### config.mk
export PLATFORM = sky130hd
export DESIGN_NAME = hazard_ctrl
export DESIGN_NICKNAME = d
export VERILOG_FILES = /design/src/rtl/hazard_pkg.sv /design/src/rtl/md_timer.sv /design/src/rtl/hazard_ctrl.sv
export SDC_FILE = /design/constraint.sdc
export NUM_CORES = 1
export LEC_CHECK = 0
export ABC_AREA = 1
export CAP_MARGIN = 20
export CORE_MARGIN = 2
export CORE_UTILIZATION = 34
export CTS_CLUSTER_SIZE = 28
export DETAILED_ROUTE_END_ITERATION = 7
export PLACE_DENSITY_LB_ADDON = 0.1
export SLEW_MARGIN = 20
export SYNTH_ARGS = -nofsm -noshare
export SYNTH_HDL_FRONTEND = slang
export SYNTH_SLANG_ARGS = --single-unit
### constraint.sdc
create_clock -name clk -period 1.15 [get_ports clk]
set_input_delay 0.1725 -clock clk [delete_from_list [all_inputs] [get_ports clk]]
set_output_delay 0.1725 -clock clk [all_outputs]
set_load 0.01 [all_outputs]
### src/rtl/hazard_pkg.sv
// Shared definitions for the pipeline hazard controller: the mult/div
// occupancy FSM encoding, register-specifier width and the default
// mult/div latency.
package hazard_pkg;

  localparam int REG_W          = 5;
  localparam int MD_LATENCY_DEF = 4;
  localparam int CNT_W          = 4;

  // Register $zero never carries a real dependency.
  localparam logic [REG_W-1:0] ZERO_REG = '0;

  typedef enum logic {
    IDLE   = 1'b0,
    MD_RUN = 1'b1
  } md_state_t;

endpackage

### src/rtl/md_timer.sv
// Mult/div occupancy tracker. A start pulse in IDLE moves to MD_RUN and
// loads the down-counter with MD_LATENCY-1; the unit stays busy until the
// counter has reached zero, which gives exactly MD_LATENCY busy cycles.
// The current state is exported so the hazard logic can qualify stalls
// and starts, and so checkers can observe the FSM directly.
module md_timer
  import hazard_pkg::*;
#(
  parameter int MD_LATENCY = MD_LATENCY_DEF
) (
  input  logic      clk,
  input  logic      reset,
  input  logic      start,
  output logic      busy,
  output md_state_t state_dbg
);

  localparam logic [CNT_W-1:0] LOAD = CNT_W'(MD_LATENCY - 1);

  md_state_t        state, state_n;
  logic [CNT_W-1:0] md_cnt, md_cnt_n;

  // State and counter registers; reset aborts any running operation.
  always_ff @(posedge clk or posedge reset) begin
    if (reset) begin
      state  <= IDLE;
      md_cnt <= '0;
    end else begin
      state  <= state_n;
      md_cnt <= md_cnt_n;
    end
  end

  // Next-state: load on start, count down while running, return on zero.
  always_comb begin
    state_n  = state;
    md_cnt_n = md_cnt;
    case (state)
      IDLE: begin
        if (start) begin
          state_n  = MD_RUN;
          md_cnt_n = LOAD;
        end
      end
      MD_RUN: begin
        if (md_cnt == '0) begin
          state_n = IDLE;
        end else begin
          md_cnt_n = md_cnt - 1'b1;
        end
      end
      default: state_n = IDLE;
    endcase
  end

  assign busy      = (state == MD_RUN);
  assign state_dbg = state;

endmodule

### src/rtl/hazard_ctrl.sv
// Pipeline sequencing controller for the 5-stage MIPS core: PC enable,
// IF/ID hold/flush and ID/EX bubble insert, driven by EX redirects,
// load-use hazards and mult/div (HI/LO) occupancy, in that priority.
// All controls are combinational and act in the cycle of detection.
// Optional macro HAZARD_STATS_EN adds saturating stall/flush counters.
//
// Handshake note: the IF/ID register only honours flush while hold is
// high, so every flush below is issued together with hold.
module hazard_ctrl
  import hazard_pkg::*;
#(
  parameter int MD_LATENCY = MD_LATENCY_DEF
) (
  input  logic             clk,
  input  logic             reset,
  input  logic [REG_W-1:0] id_rs,
  input  logic [REG_W-1:0] id_rt,
  input  logic             id_uses_rs,
  input  logic             id_uses_rt,
  input  logic             id_is_md,
  input  logic             id_reads_hilo,
  input  logic             ex_mem_read,
  input  logic [REG_W-1:0] ex_rt,
  input  logic             ex_redirect,
  output logic             pc_hold,
  output logic             ifid_hold,
  output logic             ifid_flush,
  output logic             idex_bubble,
  output logic             md_start,
  output logic             md_busy
`ifdef HAZARD_STATS_EN
  ,
  output logic [15:0]      stall_cnt,
  output logic [15:0]      flush_cnt
`endif
);

  md_state_t md_state;
  logic      loaduse;
  logic      mdstall;

  md_timer #(
    .MD_LATENCY(MD_LATENCY)
  ) u_md_timer (
    .clk      (clk),
    .reset    (reset),
    .start    (md_start),
    .busy     (md_busy),
    .state_dbg(md_state)
  );

  // Hazard detection and priority resolution; quiet while in reset.
  always_comb begin
    loaduse = ex_mem_read && (ex_rt != ZERO_REG) &&
              ((id_uses_rs && (id_rs == ex_rt)) ||
               (id_uses_rt && (id_rt == ex_rt)));
    mdstall = (md_state == MD_RUN) && (id_is_md || id_reads_hilo);

    pc_hold     = 1'b0;
    ifid_hold   = 1'b0;
    ifid_flush  = 1'b0;
    idex_bubble = 1'b0;
    md_start    = 1'b0;

    if (!reset) begin
      if (ex_redirect) begin
        // ID instruction is squashed, so its stalls are irrelevant.
        ifid_hold   = 1'b1;
        ifid_flush  = 1'b1;
        idex_bubble = 1'b1;
      end else if (loaduse || mdstall) begin
        pc_hold     = 1'b1;
        ifid_hold   = 1'b1;
        idex_bubble = 1'b1;
      end
      md_start = (md_state == IDLE) && id_is_md && !ex_redirect && !loaduse;
    end
  end

`ifdef HAZARD_STATS_EN
  // Saturating event counters for stall and flush cycles.
  always_ff @(posedge clk or posedge reset) begin
    if (reset) begin
      stall_cnt <= '0;
      flush_cnt <= '0;
    end else begin
      if (pc_hold && (stall_cnt != 16'hFFFF)) stall_cnt <= stall_cnt + 16'd1;
      if (ifid_flush && (flush_cnt != 16'hFFFF)) flush_cnt <= flush_cnt + 16'd1;
    end
  end
`endif

endmodule

==> impl_metrics.csv <==
group,metric,value,unit
final_layout,seqCellArea,125,sq um
final_layout,drive_above_1_share,52.4,%
power,pwr-share-clk,12.8,%
final_layout,num-fill-cells,137,
route,drtIter0Drc,12,
flow_run,drv_cap,0,
yosys,synth.avg_cell_area,5.34,sq um
yosys,synth_warnings,0,
timing,slew_headroom,85.7,%
yosys,synth_xor_area_share,1.58,%
critical_path,max_stage_delay,0.41,ns
cts,cts_buffer_depth,2,
placed_design,placedCellCount,156,
final_layout,multiInputGateArea,418,sq um
power,finalPower,0.00160,W
cts,clkTransAtPathRegs,0.05,ns
floorplan,io_pins,29,
yosys,seq_area_frac_synth,22.5,%
yosys,netlist_instances,104,
cts,htreeDepth,1,
critical_path,worst-path-max-fanout,4,
critical_path,critPathCaptureType,"output pin",
final_layout,instances_no_fill,163,
timing,fin_crit,1.22,ns
outcome,violations,"setup timing",
yosys,synthAdderAreaFrac,2.25,%
route,vias,722,
cts,clock_latency,0.25,ns
global_route,grt_overflow,0,
placed_design,dp_slack,-0.984,ns
critical_path,critical_path_class,"reg2out",
global_route,grt_max_degree,6,
global_route,grt_pass1_wl,2.42,mm
cts,postCtsHoldBufs,0,
route,topRoutingLayerUsed,"met3",
critical_path,crit_chain,"o21ai_2 -> nand2_2 -> nand2_2 -> o21ai_2 -> buf_2",
final_layout,n_antenna_cell,0,
yosys,synth_area,556,sq um
timing,final_min_period_over_clock_period,106,%
power,powerDensity,1530,nW/um^2
placed_design,dp_hpwl,1.11,mm
route,wl_met2,756,microns
cts,numCtsBuffers,3,
placed_design,gp_congestion,0.850,
yosys,synth_top_family_by_area,"simple AND/OR/NAND/NOR gates",
yosys,synth_seq_cells,5,
route,detail_route.first_pass.iterations,4,
route,wl_per_cell,9.26,microns
cts,cts_tree,"built",
critical_path,cp-start-kind,"flip-flop",
yosys,yosys.area_share.simple,50.9,%
timing,whs,0.0294,ns
global_route,grt_pass1_vias,657,
power,p_sw,0.000690,W
power,p_leak,0.597,nW
timing,setup_violations,7,
route,met1_length,631,microns
yosys,syn_nets,128,
timing,hold_viol,0,
floorplan,die_h,44.4,microns
outcome,status,"finished with violations",
yosys,synth_cell_type_count,15,
floorplan,core-area,1520,sq um
route,detail-route-antenna-nets,0,
power,p_comb_share,66.7,%
timing,rsz0062_at_grt,"yes",
timing,timing.fmax,821,MHz
power,vdd_drop_max,1.08,mV
cts,clock_sinks,5,
placed_design,numPortBuffers,28,
floorplan,rows,14,
timing,finalMaxSlewViolations,0,
final_layout,nets,172,
floorplan,die_area,1970,sq um
timing,fin_ws,-0.0679,ns
route,wirelength,1.51,mm
route,wl_met3,120,microns
final_layout,post-route-util,68.2,%
yosys,synth.area.mux_share,0,%
global_route,grt_use_total,16.4,%
route,viasPerCell,4.43,
final_layout,syn2layout_area_growth,87.2,%
floorplan,die-width,44.4,microns
timing,finClkSkew,0.00780,ns
route,drc,0,
critical_path,cp.required,0.98,ns
cts,clockRootBuffer,"clkbuf_4",
power,swShare,43.2,%
worst_hold_path,min_path_type,"in2async",
critical_path,slowest_stage,"dfrtp_1",
floorplan,initial_core_util,36.5,%
power,internal_power,0.000906,W
yosys,synth_compound_area_share,4.50,%
power,seq_power_share,20.5,%
timing,worstMarginPinSlew,0.214,ns
global_route,antenna_found_initial,0,
critical_path,worstPathArrival,1.05,ns
## registers in the layout (all words and copies together), names as in the netlist
register	cells
u_md_timer.md_cnt	4
u_md_timer.busy	1
## critical path: cells and delay by family (launching register included)
kind	cells	cell delay, ns
flip-flops	1	0.41
buffers and inverters	1	0.13
AND/OR/NAND/NOR	2	0.13
AO/OA/AOI/OAI	2	0.13
## area by class of cell
cell class / count / share of cell area [%]
multi-input combinational: 73 / 40.2
timing repair buffer: 40 / 33.6
inverter: 25 / 9.75
clock buffer: 4 / 2.53
sequential: 5 / 12.0
tap: 16 / 1.93
## cells in the final DEF, fill, tap and decap left out, types with 5 or more instances in the layout
cell type      instances
buf_4                 10
nor2_1                 8
inv_2                 11
dlygate4sd2_1          5
dfrtp_1                5
nand3_1                7
buf_6                 12
inv_1                 11
buf_2                  8
nand2_2               18
nand2_1               25
## power groups by stage
| stage | clock, W | sequential [W] | combinational [W] |
|---|---|---|---|
| after detailed placement | 0 | 0.000311 | 0.000764 |
| after CTS | 0.000216 | 0.000311 | 0.000794 |
| after floorplan | 0 | 0.000327 | 0.000425 |
| after global routing | 0.000220 | 0.000341 | 0.00116 |
| after global placement | 0 | 0.000309 | 0.000746 |
| final | 0.000205 | 0.000327 | 0.00106 |
## repair_timing
| action | CTS | global route |
|---|---|---|
| endpoints found under the hold margin | 0 | 0 |
| pin swaps | 27 | 24 |
| setup buffers | 2 | 1 |
| resized for setup | 99 | 39 |
| setup endpoints to repair | 11 | 10 |
## cell families (layout without fill, tap and decap cells)
| kind of cell | Yosys count | count (layout) |
|---|---|---|
| compound gates | 5 | 5 |
| xor+xnor | 1 | 1 |
| fa+ha+maj | 1 | 1 |
| buf+inv | 26 | 69 |
| flops | 5 | 5 |
| simple gates | 66 | 66 |
## path summary, 6_finish.rpt
kind | start | to | slack, ns | depth (start not counted)
max | u_md_timer.busy | ifid_hold | -0.07 | 5
min | reset | u_md_timer.busy | 0.03 | 3
max reg2reg | u_md_timer.md_cnt[0] | u_md_timer.md_cnt[2] | -0.06 | 9
min reg2reg | u_md_timer.md_cnt[3] | u_md_timer.md_cnt[3] | 0.55 | 2
max in group asynchronous | reset | u_md_timer.md_cnt[3] | 1.00 | 3
min in group clk | u_md_timer.md_cnt[3] | u_md_timer.md_cnt[3] | 0.55 | 2
## stage by stage
stage | cell area [sq um] | setup TNS [ns]
after floorplan | 564 | -0.0340
after detailed placement | 925 | -7.29
after CTS | 908 | -0.530
after global placement | 925 | -7.26
final | 1040 | -0.433
after global routing | 1040 | -0.927
## cells in the mapped netlist (all sizes together)
library cell	count	area [sq um]
nor2	12	45.0
nor3	1	5.00
nand2	45	191
dfrtp	5	125
a21oi	2	10.0
nand4	1	6.26
xor2	1	8.76
ha	1	12.5
buf	1	7.51
inv	25	93.8
nand3	7	35.0
o21ai	3	15.0
## routing by layer
layer	GRT usage, %	vias up
met1	18.4	308
met3	5.31	0
met2	29.1	23
li1	-	391
met5	0	-
met4	5.45	0
Power figures use the tool's default switching activity.
